`src/rtl/regfile_wb_arb.sv`:
```
// Write-port arbiter for the 32x32 register file: round-robin between ALU and
// LSU writeback, lowest-priority debug writes with a starvation guard.
module regfile_wb_arb #(
  parameter int unsigned STARVE_MAX = 8,
  parameter int unsigned CNT_W      = 4
) (
  input  logic        clk,
  input  logic        rst,
  input  logic        alu_wb_valid,
  input  logic [4:0]  alu_wb_addr,
  input  logic [31:0] alu_wb_data,
  output logic        alu_wb_ready,
  input  logic        lsu_wb_valid,
  input  logic [4:0]  lsu_wb_addr,
  input  logic [31:0] lsu_wb_data,
  output logic        lsu_wb_ready,
  input  logic        dbg_wb_valid,
  input  logic [4:0]  dbg_wb_addr,
  input  logic [31:0] dbg_wb_data,
  output logic        dbg_wb_ready,
  output logic        wen,
  output logic [4:0]  wraddr,
  output logic [31:0] wrdata,
  output logic        wb_conflict
);

  localparam int unsigned AW = 5;
  localparam int unsigned DW = 32;

  typedef enum logic [1:0] {
    GNT_NONE,
    GNT_ALU,
    GNT_LSU,
    GNT_DBG
  } gnt_e;

  logic             rr_last;     // 0: ALU granted last, 1: LSU granted last
  logic [CNT_W-1:0] starve_cnt;
  gnt_e             gnt;
  logic             force_dbg;
  logic [AW-1:0]    sel_addr;
  logic [DW-1:0]    sel_data;
  logic [1:0]       num_valid;

  // Grant selection and source mux
  always_comb begin
    gnt       = GNT_NONE;
    sel_addr  = '0;
    sel_data  = '0;
    force_dbg = dbg_wb_valid && (starve_cnt == CNT_W'(STARVE_MAX));
    if (rst) begin
      gnt = GNT_NONE;
    end else if (force_dbg) begin
      gnt = GNT_DBG;
    end else if (alu_wb_valid && lsu_wb_valid) begin
      gnt = rr_last ? GNT_ALU : GNT_LSU;
    end else if (alu_wb_valid) begin
      gnt = GNT_ALU;
    end else if (lsu_wb_valid) begin
      gnt = GNT_LSU;
    end else if (dbg_wb_valid) begin
      gnt = GNT_DBG;
    end
    case (gnt)
      GNT_ALU: begin sel_addr = alu_wb_addr; sel_data = alu_wb_data; end
      GNT_LSU: begin sel_addr = lsu_wb_addr; sel_data = lsu_wb_data; end
      GNT_DBG: begin sel_addr = dbg_wb_addr; sel_data = dbg_wb_data; end
      default: begin sel_addr = '0; sel_data = '0; end
    endcase
  end

  assign alu_wb_ready = (gnt == GNT_ALU);
  assign lsu_wb_ready = (gnt == GNT_LSU);
  assign dbg_wb_ready = (gnt == GNT_DBG);
  assign num_valid    = 2'(alu_wb_valid) + 2'(lsu_wb_valid) + 2'(dbg_wb_valid);

  // Arbitration state and registered write port
  always_ff @(posedge clk) begin
    if (rst) begin
      rr_last     <= 1'b1;
      starve_cnt  <= '0;
      wen         <= 1'b0;
      wraddr      <= '0;
      wrdata      <= '0;
      wb_conflict <= 1'b0;
    end else begin
      if (gnt == GNT_ALU) rr_last <= 1'b0;
      else if (gnt == GNT_LSU) rr_last <= 1'b1;

      if (!dbg_wb_valid || gnt == GNT_DBG) begin
        starve_cnt <= '0;
      end else if (starve_cnt != CNT_W'(STARVE_MAX)) begin
        starve_cnt <= starve_cnt + CNT_W'(1);
      end

      wb_conflict <= (num_valid >= 2'd2);

      // x0 grants complete the handshake but never write
      if (gnt != GNT_NONE) begin
        wen    <= (sel_addr != '0);
        wraddr <= sel_addr;
        wrdata <= sel_data;
      end else begin
        wen <= 1'b0;
      end
    end
  end

endmodule

```
`config.mk`:
```
export PLATFORM = sky130hd
export DESIGN_NAME = regfile_wb_arb
export DESIGN_NICKNAME = d
export VERILOG_FILES = /design/src/rtl/regfile_wb_arb.sv
export SDC_FILE = /design/constraint.sdc
export NUM_CORES = 1
export LEC_CHECK = 0
export CORE_UTILIZATION = 54
export DETAILED_ROUTE_END_ITERATION = 8
export DONT_BUFFER_PORTS = 1
export PLACE_DENSITY = 0.69
export SLEW_MARGIN = 20
export SYNTH_ARGS = -nofsm -noshare
export SYNTH_HDL_FRONTEND = slang
export SYNTH_SLANG_ARGS = --single-unit
```
`constraint.sdc`:
```
create_clock -name clk -period 5.84 [get_ports clk]
set_input_delay 1.46 -clock clk [delete_from_list [all_inputs] [get_ports clk]]
set_output_delay 1.46 -clock clk [all_outputs]
set_load 0.05 [all_outputs]
```
# Yosys cells after proc, flatten, opt, wreduce, memory -nomap -nowiden
# Index checks and enable logic that the tools add are counted.
[totals]
regBits = 44
ramBits = 0
memories = 0
output_inout_bits = 42
latchBits = 0
rom_bits = 0
elab_cells = 36
in_bits = 116
[classes]
muxes = 11
add_sub_neg = 3
reduce_logical = 9
n_eq_ne = 5
n_shift = 0
magnitude_cmp = 1
mul = 0
n_bitwise = 1
div = 0
[op_table]
columns = ["op", "count"]
rows = [
  ["$pmux W32 S3", 1],
  ["$pmux W5 S3", 1],
  ["$mux W2", 7],
  ["$reduce_bool A5 Y1", 1],
  ["$add A4 B1 Y4 const B", 1],
  ["$eq A2 B2 Y1 const B", 2],
  ["$eq A4 B4 Y1 const B", 1],
  ["$ne A4 B4 Y1 const B", 1],
  ["$reduce_bool A2 Y1", 2],
  ["$reduce_or A2 Y1", 2],
  ["$add A1 B1 Y2", 1],
  ["$add A2 B1 Y2", 1],
  ["$eq A2 B1 Y1 const B", 1],
  ["$ge A2 B2 Y1 const B", 1],
  ["$logic_and A1 B1 Y1", 2],
  ["$mux W1", 2],
  ["$logic_not A1 Y1", 1],
  ["$logic_or A1 B1 Y1", 1],
  ["$not A1 Y1", 1],
]

# Logic depth before layout (Yosys ltp)
# Gate-level depths: netlist of run 1.
[depth]
word_depth = 9
depth_mapped = 11
depth_no_buf = 9

# Worst setup path before layout of run 1
# No wires, ideal clock.
[synth_timing]
path_type = "input to output"
from = "input rst"
to = "output alu_wb_ready"
path_slack_ns = 1.847
required_time_ns = 4.380
t_arrival_ns = 2.533
stages = 4
n_path_buf = 2
path_cell_list = "buf_6 -> clkbuf_1 -> o21bai_1 -> ha_1"
[synth_between]
elab_chain_len = 2
[synth_rtl]
columns = ["item", "line", "source"]
rows = [
  ["from (decl)", "8", "input logic rst,"],
  ["$mux W2", "51", "if (rst) begin"],
  ["$eq A2 B1 Y1", "72", "assign alu_wb_ready = (gnt == GNT_ALU);"],
  ["to (decl)", "12", "output logic alu_wb_ready,"],
]
# No other way between the ends.

# Final worst setup path of run 1
[layout_timing]
from = "input lsu_wb_valid"
to = "output alu_wb_ready"
[layout_between]
elab_chain_len = 6
word_cells_on_any_way = 7
cone_classes = "eq/ne: 1; mux: 5; reduce/logical: 1"
[layout_rtl]
columns = ["item", "line", "source"]
rows = [
  ["from (decl)", "13", "input logic lsu_wb_valid,"],
  ["$mux W2", "59", "end else if (lsu_wb_valid) begin"],
  ["$mux W2", "57", "end else if (alu_wb_valid) begin"],
  ["$mux W2 (*)", "55", "end else if (alu_wb_valid && lsu_wb_valid) begin"],
  ["$mux W2 (*)", "53", "end else if (force_dbg) begin"],
  ["$mux W2 (*)", "51", ""],
  ["$eq A2 B1 Y1 (*)", "72", ""],
]
# Mark *: on every way between the ends. The rest lies on a longest branch, timed or not.

==> impl_metrics.toml, run 1 <==
[drt]
vias = 1990
avgViaCountPerCell = 6.82
drc = 0
ant_nets = 0
wirelength_um = 5510
drt_iter0_drc = 224
firstDrtPassIters = 7
wl_per_cell_um = 18.9

[critical_path]
arrival_ns = 2.88
critPathKind = "in -> out"
crit_required_ns = 4.38
cp_max_fo = 39
end_kind = "output pin"
start_kind = "primary input"

[cells_and_area]
mostFrequentLayoutCell = "dfxtp_1"
area_delta_synth_final_pct = -2.99
final_area_um2 = 2270
instances_no_fill = 292
diodes = 0
final_cell_mix = "44 x dfxtp_1, 42 x a21oi_1, 41 x nand2_1"
drive_above_1_share_pct = 5.79
final_nets = 365

[floorplan]
row_count = 23
pin_count = 158
die_h_um = 67.9
dieWidth_um = 67.9
core_area_um2 = 4090
dieArea_um2 = 4610
start_util_pct = 57.4

[pwr]
powerDensity_nw_per_um2 = 281
power.leakage_nw = 0.705
ir_drop_mv = 0.185

[cts]
clock_path_buffers = 2
cts-buffers-inserted = 5
clkSinkCount = 44
cts_tree = "yes"
root_buffer = "clkbuf_8"
post_cts_buffers = 0
post_cts_resized = 0
clkSlewWorstSetupHoldPaths_ns = 0.08
ctsHoldBuffers = 0
htreeDepth = 2
clk_latency_ns = 0.29

[global_route]
grt_max_degree = 76
first_global_vias = 1650
gr-total-overflow = 0
grt_pass1_wl_um = 7870
antenna_found_initial = 0
track_usage_pct = 23.0

[synth]
ys_seq_elements = 44
syn_inst = 263
synth.distinct_cells = 29
syn_area_per_cell_um2 = 8.92
syn_area_um2 = 2340
yosys_warnings = 0
syn_nets = 387
synth_seq_area_share_pct = 37.6

[placement]
dpl-instance-area_um2 = 2170
dp_cells = 284
dp_hpwl_um = 3550
port_buffers = 0
routabilityCongestion = 0.724

[timing]
setup_viol = 0
worst_pin_slew_ns = 1.00
rsz0062_at_grt = "no"
fin_crit_ns = 4.34
slew_violations = 0
totalNegativeSetupSlack_ns = 0
max_freq_mhz = 231
slew_headroom_pct = 33.0
hold_viol_final = 0
final.period_utilization_pct = 74.3
fin_hold_ws_ns = 0.496
fin_skew_ns = 0.00638

[status]
outcome = "finished clean"

[job]
maxCapViolCount = 0

[hold_path]
hold_path_class = "reg -> reg"
==> metrics by stage <==
| stage | worst slack [ns] | power, W | utilization (%) |
|---|---|---|---|
| finish | 1.50 | 0.000639 | 55.7 |
| global route | 1.34 | 0.000669 | 55.7 |
| CTS | 1.59 | 0.000643 | 55.4 |
| detailed placement | 1.62 | 0.000447 | 53.2 |
| global placement | 1.64 | 0.000446 | 53.1 |
| floorplan | 1.85 | 0.000450 | - |
==> kinds of logic after synthesis <==
family	count (synthesis)	synth area share, %
xor gates and xnor gates	3	1.12
and+or+nand+nor	88	18.6
DFF	44	37.6
AOI/OAI and AO/OA	88	27.4
buffers and inverters	32	11.0
adders and majority gates	8	4.27
==> path summary, 6_finish.rpt <==
| check | start | end | slack, ns | cells after the start |
|---|---|---|---|---|
| hold / removal | starve_cnt[1] | starve_cnt[1] | 0.50 | 2 |
| setup reg to reg | starve_cnt[0] | wraddr[0] | 2.75 | 9 |
| setup / recovery | lsu_wb_valid | alu_wb_ready | 1.50 | 4 |
| hold reg to reg | starve_cnt[1] | starve_cnt[1] | 0.50 | 2 |
==> layout make-up <==
type                    count  area, µm²
flip-flops and latches     44        881
clock inverters             2       10.0
fillers                   393       1810
clock buffers               6       82.6
well taps                  50       62.6
multi-input cells         187       1230
inverters                   3       11.3
==> registers in the layout, indices dropped and copies added (netlist names) <==
signal / count
wraddr: 5
wrdata: 32
rr_last: 1
wb_conflict: 1
starve_cnt: 4
wen: 1
==> power by group <==
group / internal, W / switching [W] / total, W / leakage, nW
Clock: 0.0000945 / 0.000104 / 0.000198 / 0.0510
Sequential: 0.000311 / 0.0000416 / 0.000352 / 0.357
Combinational: 0.0000341 / 0.0000540 / 0.0000881 / 0.297
==> worst max-delay path, stage by stage <==
cell	delay [ns]
inv_1	0.06
a21oi_1	0.06
o21bai_1	0.33
ha_2	0.92
==> synth_stat cells <==
library cell,number,area (µm²)
dfxtp_1,44,881
a21oi_1,42,210
nand2_1,41,154
a222oi_1,37,370
or3_1,37,231
buf_6,10,113
ha_1,8,100
clkbuf_1,7,26.3
buf_2,5,25.0
nor2_1,5,18.8
inv_1,3,11.3
o21ai_0,3,15.0
buf_4,2,15.0
buf_8,2,30.0
dlymetal6s2s_1,2,25.0
xnor2_1,2,17.5
a21boi_0,1,7.51
a21o_1,1,7.51
a31oi_1,1,6.26
and3b_1,1,8.76
clkbuf_8,1,13.8
nand2b_1,1,6.26
nand3_1,1,5.00
nand3b_1,1,7.51
nor3_1,1,5.00
o21a_1,1,7.51
o21ba_2,1,10.0
o21bai_1,1,7.51
xor2_1,1,8.76
==> per-layer routing <==
layer | track usage [%] | wire length (µm) | vias up
li1 | - | - | 961
met1 | 27.7 | 2120 | 891
met2 | 37.5 | 2700 | 129
met3 | 7.67 | 600 | 9
met4 | 9.11 | 89 | 0
met5 | 0 | 0 | -
(Power assumes the default switching activity.)
==> run 2: changes to the inputs <==
- ABC_AREA: default -> 1
- PLACE_DENSITY: 0.69 -> 0.72
- clock period: 5.84 -> 3.7 ns (I/O delays scaled with it)
==> impl_metrics.toml, run 2 <==
[cts]
cts_tree = "yes"
clkSinkCount = 44
cts-buffers-inserted = 5
ctsHoldBuffers = 0
clock_path_buffers = 2
clk_latency_ns = 0.29
post_cts_buffers = 0
clkSlewWorstSetupHoldPaths_ns = 0.08
post_cts_resized = 0
root_buffer = "clkbuf_8"
htreeDepth = 2

[drt]
firstDrtPassIters = 4
wl_per_cell_um = 13.1
vias = 2282
ant_nets = 0
drt_iter0_drc = 78
wirelength_um = 5480
avgViaCountPerCell = 5.47
drc = 0

[critical_path]
critPathKind = "reg -> out"
start_kind = "register"
cp_slowest_cell = "ha_2"
arrival_ns = 2.15
crit_required_ns = 2.77
worstPathCellList = "inv_1 -> ha_1 -> nand2_1 -> nor2_4 -> nand2_1 -> inv_1 -> o21ai_1 -> ha_2"
end_kind = "output pin"
cp_max_fo = 20
crit_path_max_incr_delay_ns = 0.65

[synth]
netlist.area_leader.share_pct = 36.0
syn_inst = 374
synthArstFlopShare_pct = 0
synth_seq_area_share_pct = 36.0
synthTopCellsByCount = "186 x nand2_1, 44 x dfxtp_1, 44 x nand3_1, 36 x a21oi_1"
synth_flop_cell = "dfxtp_1"
synth_edf_count = 0
yosys_warnings = 0
ys_seq_elements = 44
synth.distinct_cells = 24
syn_area_um2 = 2450
syn_nets = 498
syn_area_per_cell_um2 = 6.54
ys_top_cells_by_area = "dfxtp_1 36%, nand2_1 29%, nand3_1 9.0%, a21oi_1 7.4%, ha_1 4.1%"
yosys.cell_count.top_type = "nand2_1"
synth_largest_area_cell = "dfxtp_1"

[cells_and_area]
top_regs = "wrdata x32, wraddr x5, starve_cnt x4"
multi_input_area_um2 = 1360
final_cell_mix = "186 x nand2_1, 44 x nand3_1, 44 x dfxtp_1"
largest_reg_flops = 32
area_delta_synth_final_pct = 1.33
diodes = 0
fill_cells = 460
top_register = "wrdata"
regArea_um2 = 881
mostFrequentLayoutCell = "nand2_1"
final_nets = 488
drive_above_1_share_pct = 6.58

[placement]
dp_hpwl_um = 4010
port_buffers = 0
routabilityCongestion = 0.726
pre_cts_slack_ns = 0.701

[global_route]
grt_max_degree = 39
track_usage_pct = 22.7
antenna_found_initial = 0
grt_pass1_wl_um = 8910
gr-total-overflow = 0
first_global_vias = 2040

[hold_path]
hold_path_class = "reg -> reg"

[timing]
hold_viol_final = 0
totalNegativeSetupSlack_ns = 0
slew_violations = 0
final.period_utilization_pct = 83.2
max_freq_mhz = 325
slew_headroom_pct = 55.7
worst_slack_ns = 0.622
rsz0062_at_grt = "no"
fin_skew_ns = 0.00336
worst_pin_slew_ns = 0.665
setup_viol = 0
fin_crit_ns = 3.08

[status]
outcome = "finished clean"

[floorplan]
core_area_um2 = 4350
start_util_pct = 56.2
pin_count = 158
dieArea_um2 = 4800
die_h_um = 69.3
dieWidth_um = 69.3
row_count = 24

[pwr]
power.leakage_nw = 0.968
ir_drop_mv = 0.218
powerDensity_nw_per_um2 = 414

[job]
maxCapViolCount = 0
[run 2: cell types whose count changed in the layout (fill, tap and decap cells not counted), moves of 2 or more]
cell	delta
inv_2	+3
a222oi_1	-37
nand3_1	+43
nor2_1	-2
ha_1	+2
or3_1	-37
o21ai_0	+6
inv_1	+4
a21oi_1	-6
clkinv_2	-2
buf_4	+6
nand2_1	+145
[run 2: worst max-delay path: cells and delay by family (launching register included)]
kind	cells	cell delay (ns)
fa+ha+maj	2	0.85
flops	1	0.36
compound gates	1	0.26
simple gates	3	0.25
buf+inv	2	0.13
[run 2: logic make-up after synthesis]
group                    after synthesis  synth area share (%)
buffers and inverters                 33                  8.85
AND/OR/NAND/NOR                      239                  40.1
flip-flops                            44                  36.0
adder cells (fa/ha/maj)                8                  4.09
AO/OA/AOI/OAI                         49                  10.6
XOR/XNOR                               1                 0.358
[run 2: layout make-up]
class,count,area share [%]
Sequential cell,44,35.5
Clock buffer,7,3.48
Inverter,10,1.51
Tap cell,52,2.62
Clock inverter,1,0.303
Timing Repair Buffer,6,1.82
Multi-Input combinational cell,297,54.7
[run 2: worst paths after layout]
check        slack, ns             to     startpoint  cells after the start
max reg2reg       1.02            wen  starve_cnt[0]                     15
max               0.62   alu_wb_ready  starve_cnt[0]                      8
min               0.48  starve_cnt[3]  starve_cnt[3]                      2
min reg2reg       0.48  starve_cnt[3]  starve_cnt[3]                      2
[run 2: stage by stage]
stage	util [%]	instance area (µm²)	hold WS, ns	power (W)	instances
global placement	54.8	2380	0.464	0.000727	409
global route	56.9	2480	0.509	0.00108	417
floorplan	-	2450	0.441	0.000716	374
detailed placement	54.8	2380	0.469	0.000729	409
finish	56.9	2480	0.484	0.00103	417
CTS	56.9	2480	0.484	0.00104	417
[run 2: per-layer routing]
| metal | global-route usage, % | part of all wire, % | vias to the layer above | wire length, µm |
|---|---|---|---|---|
| li1 | - | - | 1172 | - |
| met5 | 0 | 0 | - | 0 |
| met1 | 25.1 | 41 | 999 | 2240 |
| met3 | 6.83 | 9.0 | 10 | 491 |
| met2 | 39.3 | 48 | 101 | 2640 |
| met4 | 11.1 | 1.8 | 0 | 100 |
[run 2: where the power goes]
part	total, W	switching (W)	internal [W]
Combinational	0.000156	0.000103	0.0000531
Clock	0.000311	0.000159	0.000152
Sequential	0.000559	0.0000673	0.000491
Total	0.00103	0.000329	0.000696
==> run 3: changes to the inputs <==
- clock period: 3.7 -> 2.5 ns (I/O delays scaled with it)
==> impl_metrics.toml, run 3 (synthesized netlist as in run 2, its figures left out) <==
[cts]
clkSinkCount = 44
clk_latency_ns = 0.30
cts-buffers-inserted = 5
clock_path_buffers = 2
root_buffer = "clkbuf_8"
htreeDepth = 2
clkSlewWorstSetupHoldPaths_ns = 0.08
cts_tree = "yes"

[cells_and_area]
regArea_um2 = 882
top_register = "wrdata"
instances_no_fill = 428
fill_cells = 430
top_regs = "wrdata x32, wraddr x5, starve_cnt x4"
final_cell_mix = "184 x nand2_1, 44 x nand3_1, 43 x dfxtp_1"
multi_input_area_um2 = 1400
drive_above_1_share_pct = 10.6
mostFrequentLayoutCell = "nand2_1"
area_delta_synth_final_pct = 9.92
final_nets = 499
largest_reg_flops = 32
diodes = 0

[drt]
wl_per_cell_um = 14.4
wirelength_um = 6160
wl_met2_um = 3110
firstDrtPassIters = 4
avgViaCountPerCell = 5.62
top_layer = "met4"
met3_length_um = 549
wl_met1_um = 2400
ant_nets = 0
drc = 0
drt_iter0_drc = 120
vias = 2405

[floorplan]
die_h_um = 69.3
core_area_um2 = 4350
pin_count = 158
dieWidth_um = 69.3
dieArea_um2 = 4800
start_util_pct = 56.2
row_count = 24

[global_route]
grt_max_degree = 38
track_usage_pct = 25.3
first_global_vias = 2165
grt_pass1_wl_um = 9760
gr-total-overflow = 0
antenna_found_initial = 0

[pwr]
powerDensity_nw_per_um2 = 590
swShare_pct = 32.3
power.leakage_nw = 1.06
power_frac_clock_pct = 29.5
combPwrFrac_pct = 18.4
p_seq_share_pct = 52.1
p_sw_w = 0.000513
internal_power_w = 0.00107
ir_drop_mv = 0.316

[timing]
hold_viol_final = 0
worst_slack_ns = 0.0769
max_freq_mhz = 413
worst_pin_slew_ns = 0.543
final.period_utilization_pct = 96.9
fin_skew_ns = 0.00331
slew_headroom_pct = 63.7
fin_hold_ws_ns = 0.385
setup_viol = 0
fin_crit_ns = 2.42
slew_violations = 0

[critical_path]
worstPathCellList = "inv_1 -> ha_1 -> nand2_2 -> nor2_4 -> nand2_2 -> inv_1 -> o21ai_2 -> buf_6 -> ha_4 -> buf_12"
crit_required_ns = 1.88
critPathKind = "reg -> out"
cp_max_fo = 5
crit_path_max_incr_delay_ns = 0.35
end_kind = "output pin"
cp_slowest_cell = "dfxtp_2"
start_kind = "register"
path_delay_family = "buffers and inverters"
arrival_ns = 1.80
worst-path-buf-inv = 4

[status]
outcome = "finished clean"

[placement]
pre_cts_slack_ns = -0.0323
dp_cells = 414
dp_hpwl_um = 4190
routabilityCongestion = 0.787
port_buffers = 0

[hold_path]
hold_path_class = "in -> reg"

[job]
maxCapViolCount = 0
## run 3: cell types whose count changed in the layout (fill, tap and decap cells not counted), sizes merged
| cell | delta |
|---|---|
| bufbuf | +2 |
| buf | +9 |
## run 3: power by group through the flow
| stage | Clock, W | Combinational [W] | Sequential [W] |
|---|---|---|---|
| after CTS | 0.000485 | 0.000286 | 0.000827 |
| after global routing | 0.000507 | 0.000328 | 0.000830 |
| after detailed placement | 0 | 0.000253 | 0.000843 |
| after global placement | 0 | 0.000249 | 0.000843 |
| final | 0.000468 | 0.000292 | 0.000826 |
| after floorplan | 0 | 0.000223 | 0.000837 |
## run 3: through the flow
step                TNS [ns]  instance area, µm²  utilization, %  power, W
floorplan                  0                2450               -   0.00106
global placement           0                2450            56.2   0.00109
detailed placement    -0.100                2450            56.2   0.00110
CTS                        0                2650            60.9   0.00160
global route        -0.00542                2690            61.8   0.00166
finish                     0                2690            61.8   0.00159
## run 3: area by class of cell
cell class | count | area share (%)
Multi-Input combinational cell | 297 | 52.2
Sequential cell | 44 | 32.8
Timing Repair Buffer | 17 | 7.68
Clock buffer | 7 | 3.21
Tap cell | 52 | 2.42
Inverter | 10 | 1.40
Clock inverter | 1 | 0.279
## run 3: repair_timing
| action | CTS | global route |
|---|---|---|
| setup endpoints to repair | 21 | 3 |
| buffers inserted | 0 | 4 |
| resized for setup | 7 | 3 |
| gates cloned | 2 | 0 |
| hold buffers | 0 | 0 |
| endpoints found under the hold margin | 0 | 0 |
| pin swaps | 0 | 2 |
## run 3: worst paths after layout
kind	end	slack (ns)	cells past startpoint	startpoint
setup reg to reg	wrdata[28]	0.33	12	starve_cnt[0]
setup / recovery	alu_wb_ready	0.08	10	starve_cnt[0]
hold / removal	wrdata[24]	0.39	1	rst
hold reg to reg	rr_last	0.49	2	rr_last
## run 3: worst reg2reg max path, cell delays in order (launching register included)
cell	delay (ns)
dfxtp_2	0.33
inv_1	0.11
ha_1	0.17
nand2_2	0.07
nor2_4	0.10
nand2_2	0.08
a31oi_4	0.23
inv_2	0.10
ha_1	0.31
nor2_2	0.18
buf_12	0.20
nand2_1	0.09
a21oi_1	0.13
## run 3: routing by layer
layer	GRT usage (%)	up-vias
met1	26.7	1086
li1	-	1201
met4	11.1	0
met5	0	-
met2	43.9	108
met3	10.2	10
